--- config.mk ---
export PLATFORM = sky130hd
export DESIGN_NAME = sign_narrow_flat
export DESIGN_NICKNAME = d
export VERILOG_FILES = /design/src/rtl/sign_narrow_pkg.sv /design/src/rtl/sign_narrow_if.sv /design/src/rtl/sign_narrow_core.sv /design/src/rtl/sign_narrow.sv /design/src/flat_wrapper.sv
export SDC_FILE = /design/constraint.sdc
export NUM_CORES = 1
export LEC_CHECK = 0
export CORE_MARGIN = 3
export CORE_UTILIZATION = 40
export DETAILED_ROUTE_END_ITERATION = 8
export GPL_TIMING_DRIVEN = 1
export PLACE_DENSITY_LB_ADDON = 0.25
export SLEW_MARGIN = 20
export SYNTH_ARGS = -nofsm -noshare
export SYNTH_HDL_FRONTEND = slang
export SYNTH_SLANG_ARGS = --single-unit
--- constraint.sdc ---
create_clock -name i_clk -period 1.9 [get_ports i_clk]
set_input_delay 0.19 -clock i_clk [delete_from_list [all_inputs] [get_ports i_clk]]
set_output_delay 0.19 -clock i_clk [all_outputs]
set_load 0.005 [all_outputs]
--- src/rtl/sign_narrow_pkg.sv ---
// Shared constants for the 32->16 narrowing path: mode encodings and saturation limits.
// No logic here; helpers are constant functions usable in parameter contexts.
// Consumers import kgp_narrow_pkg::*.
package kgp_narrow_pkg;

    // Narrowing mode encodings; 2'b11 is treated like truncation.
    localparam logic [1:0] MODE_TRUNC = 2'b00;
    localparam logic [1:0] MODE_SSAT  = 2'b01;
    localparam logic [1:0] MODE_USAT  = 2'b10;

    // Saturation limits for the default 16-bit output.
    localparam logic [15:0] SAT16_SMAX = 16'h7FFF;
    localparam logic [15:0] SAT16_SMIN = 16'h8000;
    localparam logic [15:0] SAT16_UMAX = 16'hFFFF;

    // Largest positive two's-complement value of a w-bit field.
    function automatic logic [63:0] sat_smax(input int w);
        return (64'd1 << (w - 1)) - 64'd1;
    endfunction

    // Most negative two's-complement value of a w-bit field (bit pattern only).
    function automatic logic [63:0] sat_smin(input int w);
        return 64'd1 << (w - 1);
    endfunction

endpackage

--- src/rtl/sign_narrow_if.sv ---
// Stream bundle for the narrowing unit: input word channel plus narrowed output channel.
// master = producer/consumer environment, slave = the narrowing unit.
// Handshake is plain valid/ready on both channels.
interface sign_narrow_if #(
    parameter int IN_W  = 32,
    parameter int OUT_W = 16
);
    logic             in_valid;
    logic             in_ready;
    logic [IN_W-1:0]  in_data;
    logic [1:0]       in_mode;
    logic             out_valid;
    logic             out_ready;
    logic [OUT_W-1:0] out_data;
    logic             out_ovf;

    modport master (
        output in_valid, in_data, in_mode, out_ready,
        input  in_ready, out_valid, out_data, out_ovf
    );

    modport slave (
        input  in_valid, in_data, in_mode, out_ready,
        output in_ready, out_valid, out_data, out_ovf
    );
endinterface

--- src/rtl/sign_narrow_core.sv ---
// Combinational narrowing of one word: truncate, signed saturate or unsigned saturate.
// Latency 0 (pure combinational).
// No backpressure; the caller registers the result.
module narrow_sat_core
    import kgp_narrow_pkg::*;
#(
    parameter int IN_W  = 32,
    parameter int OUT_W = 16
) (
    input  logic [IN_W-1:0]  i_data,
    input  logic [1:0]       i_mode,
    output logic [OUT_W-1:0] o_data,
    output logic             o_ovf
);

    localparam logic [OUT_W-1:0] SMAX = OUT_W'(sat_smax(OUT_W));
    localparam logic [OUT_W-1:0] SMIN = OUT_W'(sat_smin(OUT_W));

    // Bits that must all equal the output sign bit for a signed fit.
    logic [IN_W-OUT_W:0]   w_sign_hi;
    // Bits that must be zero for an unsigned fit.
    logic [IN_W-OUT_W-1:0] w_unsigned_hi;
    logic                  w_fits_s;
    logic                  w_fits_u;
    logic [OUT_W-1:0]      w_trunc;

    assign w_sign_hi     = i_data[IN_W-1:OUT_W-1];
    assign w_unsigned_hi = i_data[IN_W-1:OUT_W];
    assign w_fits_s      = (w_sign_hi == '0) || (w_sign_hi == '1);
    assign w_fits_u      = (w_unsigned_hi == '0);
    assign w_trunc       = i_data[OUT_W-1:0];

    // Select result and overflow by mode; truncation overflow is the same
    // "does not sign-extend back" test as signed saturation.
    always_comb begin
        o_data = w_trunc;
        o_ovf  = !w_fits_s;
        case (i_mode)
            MODE_SSAT: begin
                if (!w_fits_s) begin
                    o_data = i_data[IN_W-1] ? SMIN : SMAX;
                end
            end
            MODE_USAT: begin
                o_ovf = !w_fits_u;
                if (!w_fits_u) begin
                    o_data = '1;
                end
            end
            default: begin
                o_data = w_trunc;
                o_ovf  = !w_fits_s;
            end
        endcase
    end

endmodule

--- src/rtl/sign_narrow.sv ---
// Narrows IN_W-bit words to OUT_W bits with overflow flag, plus sticky flag and saturating count.
// Latency 1 cycle, throughput 1/cycle while out_ready is high.
// 2-entry (main + skid) buffer; in_ready is registered and drops only when skid fills.
module sign_narrow
    import kgp_narrow_pkg::*;
#(
    parameter int IN_W  = 32,
    parameter int OUT_W = 16,
    parameter int CNT_W = 8
) (
    input  logic             i_clk,
    input  logic             i_rst,
    sign_narrow_if.slave     io_bus,
    input  logic             i_clr_sticky,
    output logic             o_sticky_ovf,
    output logic [CNT_W-1:0] o_ovf_count
);

    logic [OUT_W-1:0] w_nar_data;
    logic             w_nar_ovf;
    logic             w_accept;
    logic             w_handoff;

    logic             r_main_vld;
    logic [OUT_W-1:0] r_main_dat;
    logic             r_main_ovf;
    logic             r_skid_vld;
    logic [OUT_W-1:0] r_skid_dat;
    logic             r_skid_ovf;
    logic             r_sticky;
    logic [CNT_W-1:0] r_cnt;

    narrow_sat_core #(
        .IN_W  (IN_W),
        .OUT_W (OUT_W)
    ) u_core (
        .i_data (io_bus.in_data),
        .i_mode (io_bus.in_mode),
        .o_data (w_nar_data),
        .o_ovf  (w_nar_ovf)
    );

    // in_ready comes straight from the skid flop, so it is registered.
    assign w_accept  = io_bus.in_valid && !r_skid_vld;
    assign w_handoff = r_main_vld && io_bus.out_ready;

    assign io_bus.in_ready  = !r_skid_vld;
    assign io_bus.out_valid = r_main_vld;
    assign io_bus.out_data  = r_main_dat;
    assign io_bus.out_ovf   = r_main_ovf;
    assign o_sticky_ovf     = r_sticky;
    assign o_ovf_count      = r_cnt;

    // Main/skid buffer: skid only fills when main is held; on handoff skid drains into main.
    always_ff @(posedge i_clk) begin
        if (i_rst) begin
            r_main_vld <= 1'b0;
            r_main_dat <= '0;
            r_main_ovf <= 1'b0;
            r_skid_vld <= 1'b0;
            r_skid_dat <= '0;
            r_skid_ovf <= 1'b0;
        end else if (w_handoff) begin
            if (r_skid_vld) begin
                r_main_dat <= r_skid_dat;
                r_main_ovf <= r_skid_ovf;
                r_skid_vld <= 1'b0;
            end else if (w_accept) begin
                r_main_dat <= w_nar_data;
                r_main_ovf <= w_nar_ovf;
            end else begin
                r_main_vld <= 1'b0;
            end
        end else if (w_accept) begin
            if (!r_main_vld) begin
                r_main_vld <= 1'b1;
                r_main_dat <= w_nar_data;
                r_main_ovf <= w_nar_ovf;
            end else begin
                r_skid_vld <= 1'b1;
                r_skid_dat <= w_nar_data;
                r_skid_ovf <= w_nar_ovf;
            end
        end
    end

    // Overflow statistics: an overflowing handoff beats a simultaneous clear.
    always_ff @(posedge i_clk) begin
        if (i_rst) begin
            r_sticky <= 1'b0;
            r_cnt    <= '0;
        end else if (w_handoff && r_main_ovf) begin
            r_sticky <= 1'b1;
            if (i_clr_sticky) begin
                r_cnt <= CNT_W'(1);
            end else if (r_cnt != '1) begin
                r_cnt <= r_cnt + CNT_W'(1);
            end
        end else if (i_clr_sticky) begin
            r_sticky <= 1'b0;
            r_cnt    <= '0;
        end
    end

endmodule

--- src/flat_wrapper.sv ---
// flat-port wrapper written by rule: the top's interface ports become plain ports
module sign_narrow_flat import kgp_narrow_pkg::*;
#(
    parameter int IN_W  = 32,
    parameter int OUT_W = 16,
    parameter int CNT_W = 8
)
  (i_clk, i_rst, i_clr_sticky, o_sticky_ovf, o_ovf_count, io_bus_in_valid, io_bus_in_data, io_bus_in_mode, io_bus_out_ready, io_bus_in_ready, io_bus_out_valid, io_bus_out_data, io_bus_out_ovf);
  sign_narrow_if #(.IN_W(IN_W), .OUT_W(OUT_W)) io_bus_i ();
  input  logic i_clk;
  input  logic i_rst;
  input  logic i_clr_sticky;
  output logic o_sticky_ovf;
  output logic [CNT_W-1:0] o_ovf_count;
  input wire logic [$bits(io_bus_i.in_valid)-1:0] io_bus_in_valid;
  input wire logic [$bits(io_bus_i.in_data)-1:0] io_bus_in_data;
  input wire logic [$bits(io_bus_i.in_mode)-1:0] io_bus_in_mode;
  input wire logic [$bits(io_bus_i.out_ready)-1:0] io_bus_out_ready;
  output wire logic [$bits(io_bus_i.in_ready)-1:0] io_bus_in_ready;
  output wire logic [$bits(io_bus_i.out_valid)-1:0] io_bus_out_valid;
  output wire logic [$bits(io_bus_i.out_data)-1:0] io_bus_out_data;
  output wire logic [$bits(io_bus_i.out_ovf)-1:0] io_bus_out_ovf;
  assign io_bus_i.in_valid = io_bus_in_valid;
  assign io_bus_i.in_data = io_bus_in_data;
  assign io_bus_i.in_mode = io_bus_in_mode;
  assign io_bus_i.out_ready = io_bus_out_ready;
  assign io_bus_in_ready = io_bus_i.in_ready;
  assign io_bus_out_valid = io_bus_i.out_valid;
  assign io_bus_out_data = io_bus_i.out_data;
  assign io_bus_out_ovf = io_bus_i.out_ovf;
  sign_narrow #(.IN_W(IN_W), .OUT_W(OUT_W), .CNT_W(CNT_W)) u_core (.i_clk(i_clk), .i_rst(i_rst), .io_bus(io_bus_i), .i_clr_sticky(i_clr_sticky), .o_sticky_ovf(o_sticky_ovf), .o_ovf_count(o_ovf_count));
endmodule
==> impl_metrics.ini, run 1 <==
[global_routing]
antenna_found_initial = 0
grt_overflow = 0
grt_max_degree = 21
grt.total_usage = 0.199
grt_pass1_wl_mm = 11.6
grt_pass1_vias = 2514

[floorplan]
initial_core_util = 0.422
dieHeight_um = 83.0
core_area_um2 = 5610
die_w_um = 83.0
dieArea_um2 = 6880
io_pins = 67
rows = 27

[job]
maxCapViolCount = 0

[layout]
multi_input_area_um2 = 1440
nFillCells = 490
regArea_um2 = 901
fin_nets = 402
final_common_cell = clkdlybuf4s50_1
antennaDiodeCount = 0
final_cell_mix = clkdlybuf4s50_1 (49), dfxtp_1 (45), buf_4 (35), nand2_1 (27), inv_1 (20)
areaGrowthSynthToFinish_pct = 53.1
drive_gt1_frac = 0.230

[critical_path]
path_delay_family = buffers and inverters
timing.rr.end = u_core.r_skid_dat[8]
r2r_start = u_core.io_bus.out_valid
reg2reg_slack_ps = 190
required_ps = 2080
worstSetupEndpointType = flop
path_max_fanout = 7
slowest_delay_ps = 480
worst_r2r_path_depth = 4
critPathArrivalTime_ps = 2010
cp_num_buf_inv = 4
cp_slowest_cell = clkdlybuf4s50_1
crit_chain = clkdlybuf4s50_1, inv_1, ha_1, inv_1, or3_4, o21ai_4, o211a_4, buf_12, a221o_1
path_class = input pin to flop
path_common_cell = inv_1
start_kind = input pin

[placement]
place_hpwl_mm = 4.79
io_buffers = 66
gp_congestion = 0.878

[timing]
hold_viol = 0
timing.final.crit_period_ps = 1830
tightest_slew_ps = 716
fmax_mhz = 547
setup-violations-final = 0
fin_crit_sh = 0.962
worst_clock_skew_ps = 9.39
finalMaxSlewViolations = 0
max-slew-margin-rel = 0.522
hold_ws_ps = 472

[clock_tree]
h-tree-depth = 2
cts_tree = yes
cts.sinks = 45
cts_hold_buf = 0
clk_pin_slew_ps = 90
insertion_delay_ps = 290
cts_buffers = 5
cts_buffer_depth = 2
ctsRootBufferMaster = clkbuf_8

[pwr]
power_frac_seq = 0.450
combPwrFrac = 0.224
power.share.switching = 0.258
p_sw_uw = 595
p_per_area_nw_per_um2 = 637
peakVddDrop_v = 0.000387
finalPower_uw = 2310
p_leak_uw = 0.00144
power_frac_clock = 0.325
p_int_uw = 1720

[synth]
syn_area_per_cell_um2 = 8.97
ys_seq_area_frac = 0.380
ys_ff_latch = 45
synth_area_um2 = 2370
synth_cell_type_count = 44
synth_top_area_cell = dfxtp_1
yosysTopAreaCellShare = 0.380
yosys_warnings = 0
synthTopCellsByArea = dfxtp_1 (38%), o311ai_2 (6.9%), o221ai_1 (5.5%), a221o_1 (5.5%), a22o_1 (4.8%)
synth_edf_count = 0
syn_nets = 306
async_reset_ff_frac = 0
synthFlopType = dfxtp_1
synthCells = 264

[drt]
ant_nets = 0
avgViaCountPerCell = 5.81
drc = 0
drt_iter0_drc = 126
routedWlPerCell_um = 16.5
drt-total-wl_mm = 7.13
first_pass_iters = 4
via_count = 2515

[worst_hold_path]
min_path_type = flop to flop
worstHoldPathCells = 2
min_to = u_core.o_sticky_ovf
hp-start = u_core.o_sticky_ovf

[status]
outcome = finished clean
## routing by layer
layer,vias up,track usage,wire (um),share of wire
met3,7,0.0496,506,0.071
met5,-,0,0,0
met1,1178,0.256,3120,0.44
met4,0,0.0773,72,0.010
met2,122,0.319,3420,0.48
li1,1208,-,-,-
## layout make-up
type	count	area share
Sequential cell	45	0.248
Timing Repair Buffer	106	0.278
Multi-Input combinational cell	182	0.396
Clock inverter	1	0.00828
Inverter	20	0.0207
Tap cell	72	0.0248
Clock buffer	7	0.0238
## flip-flops by register name, indices dropped and copies added, names as in the netlist
| register | cells |
|---|---|
| u_core.r_skid_dat | 16 |
| u_core.io_bus.out_ovf | 1 |
| u_core.o_sticky_ovf | 1 |
| u_core.r_skid_vld | 1 |
| u_core.r_skid_ovf | 1 |
| u_core.io_bus.out_data | 16 |
| u_core.io_bus.out_valid | 1 |
| u_core.o_ovf_count | 8 |
## power by group through the flow
stage                     registers (uW)  logic [uW]  clock network, uW
after floorplan                     1060         210                  0
after global placement              1060         484                  0
after detailed placement            1060         492                  0
after CTS                           1040         495                765
after global routing                1050         563                809
final                               1040         518                751
## how the worst max path moves through the flow
stage | from | end | slack, ps | cells after the start
after floorplan | u_core.io_bus.out_valid | u_core.io_bus.out_data[10] | 40 | 7
after global placement | io_bus_in_data[16] | u_core.r_skid_dat[12] | -430 | 7
after detailed placement | io_bus_in_data[24] | u_core.r_skid_dat[3] | -450 | 7
after CTS | io_bus_in_data[27] | u_core.r_skid_dat[6] | 1 | 8
after global routing | io_bus_in_mode[1] | u_core.io_bus.out_data[11] | -20 | 11
final | io_bus_in_mode[1] | u_core.r_skid_dat[12] | 70 | 9
## cell families (layout without fill, tap and decap cells)
group           Yosys count  in the layout  synth area share
compound gates           93             93             0.345
xor+xnor                  3              3            0.0111
fa+ha+maj                 3              3            0.0158
buf+inv                  37            134            0.0655
flops                    45             45             0.380
mux                       2              2           0.00845
simple gates             81             81             0.173
## metrics by stage
| step | area [um2] | cells | setup TNS, ps | util | setup WS (ps) |
|---|---|---|---|---|---|
| after detailed placement | 3340 | 422 | -11570 | 0.596 | -445 |
| after global placement | 3340 | 422 | -10620 | 0.596 | -426 |
| after floorplan | 2370 | 264 | 0 | - | 41.2 |
| after global routing | 3630 | 433 | -33.7 | 0.647 | -24.0 |
| final | 3630 | 433 | 0 | 0.647 | 72.8 |
| after CTS | 3540 | 432 | 0 | 0.631 | 1.47 |
## repair_timing
action,4_1_cts,5_1_grt
endpoints found under the setup margin,25,27
pin swaps,8,12
buffers inserted,1,1
cloned,1,0
resized for setup,28,25
## tightest hold or removal path, delay by kind of cell, from the launching register on
| family | cells | cell delay (ps) |
|---|---|---|
| AO/OA/AOI/OAI | 1 | 50 |
| flip-flops | 1 | 320 |
| AND/OR/NAND/NOR | 1 | 60 |
## cell usage after synthesis (all sizes together) (3+ instances only)
| library cell | number |
|---|---|
| a221o | 13 |
| a21oi | 13 |
| nand2b | 3 |
| buf | 4 |
| nor3 | 3 |
| nand2 | 29 |
| a22o | 13 |
| a211oi | 7 |
| nor2 | 19 |
| or3 | 3 |
| o21ai | 10 |
| ha | 3 |
| clkbuf | 13 |
| o311ai | 13 |
| o22ai | 3 |
| dfxtp | 45 |
| nor4 | 4 |
| inv | 20 |
| and4 | 3 |
| nand3 | 4 |
| nand4 | 6 |
| o221ai | 15 |
(Power assumes the default switching activity.)
==> inputs of run 2 (changes only) <==
--- a/config.mk
+++ b/config.mk
@@ -10,6 +10,7 @@
 export DETAILED_ROUTE_END_ITERATION = 8
 export GPL_TIMING_DRIVEN = 1
 export PLACE_DENSITY_LB_ADDON = 0.25
+export SKIP_LAST_GASP = 1
 export SLEW_MARGIN = 20
 export SYNTH_ARGS = -nofsm -noshare
 export SYNTH_HDL_FRONTEND = slang
==> run 2 against run 1 <==
Effect of this change: cell count unchanged; sequential cell count unchanged; count of clock-buffer cells in the layout did not move; via count is 0.64% higher; sequential share of layout area about the same; final area hardly changed; non-clock buffer count unchanged; combinational power barely moved; worst setup slack worse by 15 ps; sequential power about the same; clock skew about the same.
==> impl_metrics.ini, run 2 (same netlist as run 1, synthesis figures left out) <==
[timing]
hold_ws_ps = 472
fin_ws_ps = 57.9
finalMaxSlewViolations = 0
hold_viol = 0
timing.final.crit_period_ps = 1840
worst_clock_skew_ps = 9.41
fmax_mhz = 543
rsz0062_at_grt = true
fin_crit_sh = 0.970
max-slew-margin-rel = 0.542
setup_tns_ps = 0
setup-violations-final = 0
tightest_slew_ps = 687

[job]
maxCapViolCount = 0

[layout]
final_cell_mix = clkdlybuf4s50_1 (49), dfxtp_1 (45), buf_4 (35), nand2_1 (27), inv_1 (20)
final_common_cell = clkdlybuf4s50_1
areaGrowthSynthToFinish_pct = 53.2
fin_nets = 402
antennaDiodeCount = 0
drive_gt1_frac = 0.227
finalInstanceArea_um2 = 3630

[clock_tree]
h-tree-depth = 2
cts.sinks = 45
cts_buffer_depth = 2
clk_pin_slew_ps = 90
ctsRootBufferMaster = clkbuf_8
cts_hold_buf = 0
cts_buffers = 5
insertion_delay_ps = 290
cts_tree = yes

[critical_path]
slowest_delay_ps = 330
required_ps = 2080
path_class = input pin to flop
cp_slowest_cell = nor4_2
worstSetupEndpointType = flop
reg2reg_slack_ps = 190
crit_chain = clkdlybuf4s15_1, nor4_2, nand4_2, o21ai_2, nand2_2, o211a_4, buf_12, a221o_1
path_max_fanout = 7
critPathArrivalTime_ps = 2020
start_kind = input pin

[floorplan]
dieHeight_um = 83.0
io_pins = 67
rows = 27
core_area_um2 = 5610
initial_core_util = 0.422
dieArea_um2 = 6880
die_w_um = 83.0

[global_routing]
grt_pass1_vias = 2514
antenna_found_initial = 0
grt_overflow = 0
grt_max_degree = 21
grt_pass1_wl_mm = 11.6
grt.total_usage = 0.199

[drt]
drt_iter0_drc = 147
via_count = 2531
routedWlPerCell_um = 16.5
drc = 0
ant_nets = 0
avgViaCountPerCell = 5.85
first_pass_iters = 5
drt-total-wl_mm = 7.14

[pwr]
p_per_area_nw_per_um2 = 636
peakVddDrop_v = 0.000387
p_leak_uw = 0.00144
finalPower_uw = 2310

[status]
outcome = finished clean

[placement]
place_hpwl_mm = 4.79
place_ws_ps = -445
placed_area_um2 = 3340
io_buffers = 66
gp_congestion = 0.878

[worst_hold_path]
min_path_type = flop to flop
-- run 2: routing by layer --
metal  GRT usage  vias to the layer above  wire length, um
li1            -                     1210                -
met1       0.256                     1174             3070
met2       0.319                      137             3430
met3      0.0496                       10              554
met4      0.0773                        0               91
met5           0                        -                0
-- run 2: path summary, 6_finish.rpt --
path,to,cells past startpoint,startpoint
worst max-delay path,u_core.r_skid_dat[12],8,io_bus_in_data[31]
worst min-delay path,u_core.o_sticky_ovf,2,u_core.o_sticky_ovf
worst max register to register,u_core.r_skid_dat[8],4,u_core.io_bus.out_valid
worst min register to register,u_core.o_sticky_ovf,2,u_core.o_sticky_ovf
-- run 2: power breakdown --
group | internal (uW) | leakage (uW) | switching [uW]
logic | 285 | 0.00102 | 233
clock network | 429 | 0.0000585 | 321
registers | 1000 | 0.000367 | 40.1
-- run 2: layout make-up --
cell class / instances / area [um2]
fill: 489 / 1980
multi-input combinational: 182 / 1440
timing repair buffer: 106 / 1010
sequential: 45 / 901
tap: 72 / 90.1
clock buffer: 7 / 86.3
inverter: 20 / 75.1
clock inverter: 1 / 30.0
-- run 2: worst max-delay path: cells and delay by family --
kind / cells / cell delay (ps)
AND/OR/NAND/NOR: 3 / 670
buffers and inverters: 2 / 360
AO/OA/AOI/OAI: 3 / 800
-- run 2: per-stage QoR --
| stage | utilization | std cells |
|---|---|---|
| after floorplan | - | 264 |
| after global placement | 0.596 | 422 |
| after detailed placement | 0.596 | 422 |
| after CTS | 0.631 | 432 |
| after global routing | 0.647 | 433 |
| final | 0.647 | 433 |
-- run 2: timing repair --
action                                  CTS  global route
gates resized for setup                  28            22
cloned                                    1             0
setup buffers                             1             1
pin swaps                                 8            12
endpoints found under the setup margin   25            27
==> inputs of run 3 (changes only) <==
--- a/config.mk
+++ b/config.mk
@@ -7,6 +7,7 @@
 export LEC_CHECK = 0
 export CORE_MARGIN = 3
 export CORE_UTILIZATION = 40
+export CTS_BUF_LIST = sky130_fd_sc_hd__clkbuf_8
 export DETAILED_ROUTE_END_ITERATION = 8
 export GPL_TIMING_DRIVEN = 1
 export PLACE_DENSITY_LB_ADDON = 0.25
==> run 3 against run 2 <==
Effect of this change: sequential share of layout area did not move; sequential cell count did not move; utilization did not move; hold slack did not move; non-clock buffer count did not move; critical path depth did not move; clock power fell by 0.5%; count of clock-buffer cells in the layout fell by 1; wire length barely moved; worst setup slack got worse by 0.69 ps; sequential power barely moved; clock skew fell by 0.75 ps; critical endpoint unchanged; largest power group unchanged.
==> impl_metrics.ini, run 3 (same netlist as run 1, synthesis figures left out) <==
[critical_path]
endpoint = u_core.r_skid_dat[12]
r2r_start = u_core.io_bus.out_valid
worst_r2r_path_depth = 4
start_kind = input pin
cp_slowest_cell = nor4_2
path_max_fanout = 7
path_class = input pin to flop
critPathArrivalTime_ps = 2020
reg2reg_slack_ps = 190
timing.rr.end = u_core.r_skid_dat[8]
crit_chain = clkdlybuf4s15_1, nor4_2, nand4_2, o21ai_2, nand2_2, o211a_4, buf_12, a221o_1
worstSetupEndpointType = flop
slowest_delay_ps = 330
required_ps = 2080
cp-startpoint = io_bus_in_data[31]

[placement]
dp.cells = 422
io_buffers = 66
gp_congestion = 0.878
placed_area_um2 = 3340
place_hpwl_mm = 4.79
place_ws_ps = -445

[drt]
avgViaCountPerCell = 5.83
drt_iter0_drc = 147
first_pass_iters = 5
drc = 0
ant_nets = 0
drt-total-wl_mm = 7.14
via_count = 2526
routedWlPerCell_um = 16.5

[timing]
worst_clock_skew_ps = 8.65
fmax_mhz = 543
timing.final.crit_period_ps = 1840
fin_crit_sh = 0.970
fin_ws_ps = 57.2
max-slew-margin-rel = 0.531
setup-violations-final = 0
hold_viol = 0
finalMaxSlewViolations = 0
setup_tns_ps = 0
rsz0062_at_grt = true
tightest_slew_ps = 703

[floorplan]
core_area_um2 = 5610
initial_core_util = 0.422
io_pins = 67
die_w_um = 83.0
rows = 27
dieArea_um2 = 6880
dieHeight_um = 83.0

[clock_tree]
cts_hold_buf = 0
cts_buffer_depth = 2
cts.sinks = 45
h-tree-depth = 2
insertion_delay_ps = 290
cts_tree = yes
cts_buffers = 5
ctsRootBufferMaster = clkbuf_8
clk_pin_slew_ps = 90

[global_routing]
grt_max_degree = 21
grt_pass1_vias = 2514
grt_pass1_wl_mm = 11.6
grt_overflow = 0
grt.total_usage = 0.199
antenna_found_initial = 0

[pwr]
p_int_uw = 1710
power_frac_seq = 0.451
finalPower_uw = 2310
combPwrFrac = 0.225
p_sw_uw = 596
peakVddDrop_v = 0.000386
power.share.switching = 0.259
p_leak_uw = 0.00145
p_per_area_nw_per_um2 = 635
power_frac_clock = 0.324

[layout]
fin_nets = 402
antennaDiodeCount = 0
areaGrowthSynthToFinish_pct = 53.2
drive_gt1_frac = 0.227
fin_cells = 433
final_common_cell = clkdlybuf4s50_1
final_cell_mix = clkdlybuf4s50_1 (49), dfxtp_1 (45), buf_4 (35), nand2_1 (27), inv_1 (21)
finalInstanceArea_um2 = 3630

[status]
outcome = finished clean

[job]
maxCapViolCount = 0

[worst_hold_path]
min_path_type = flop to flop
## run 3: cell count changes in the layout (fill, tap and decap cells not counted)
cell      change
clkbuf_1      -1
inv_1         +1
## run 3: worst min-delay path by stage
stage | start | endpoint | depth (start not counted)
6_report | u_core.o_sticky_ovf | u_core.o_sticky_ovf | 2
5_1_grt | u_core.o_sticky_ovf | u_core.o_sticky_ovf | 2
4_1_cts | u_core.o_sticky_ovf | u_core.o_sticky_ovf | 2
3_5_place_dp | u_core.r_skid_dat[14] | u_core.r_skid_dat[14] | 2
3_3_place_gp | u_core.r_skid_dat[14] | u_core.r_skid_dat[14] | 2
2_1_floorplan | i_clr_sticky | u_core.o_ovf_count[0] | 1
## run 3: worst max-delay path, delay by kind of cell
| kind | cells | cell delay, ps |
|---|---|---|
| AOI/OAI and AO/OA | 3 | 800 |
| buffers and inverters | 2 | 360 |
| and+or+nand+nor | 3 | 670 |
## run 3: power groups by stage
| stage | Combinational, uW | Clock, uW | Sequential (uW) |
|---|---|---|---|
| after CTS | 495 | 760 | 1040 |
| after detailed placement | 492 | 0 | 1060 |
| after floorplan | 210 | 0 | 1060 |
| final | 519 | 746 | 1040 |
| after global routing | 564 | 804 | 1050 |
| after global placement | 484 | 0 | 1060 |
## run 3: layer usage
metal / GRT usage / wire, um
met5: 0 / 0
met2: 0.319 / 3420
met4: 0.0773 / 91
met3: 0.0496 / 519
met1: 0.256 / 3110
## run 3: final cells by class
cell class	count	area [um2]
timing repair buffer	106	1010
clock inverter	2	33.8
sequential	45	901
inverter	20	75.1
multi-input combinational	182	1440
fill	489	1980
tap	72	90.1
clock buffer	6	82.6
## run 3: per-stage QoR
step	hold WS [ps]	utilization
final	472	0.647
after global routing	503	0.647
after floorplan	286	-
after global placement	439	0.596
after detailed placement	456	0.596
after CTS	475	0.631
## run 3: timing repair
action / 4_1_cts / 5_1_grt
resized for setup: 28 / 22
pin swaps: 8 / 12
setup endpoints to repair: 25 / 27
buffers inserted: 1 / 1
cloned: 1 / 0
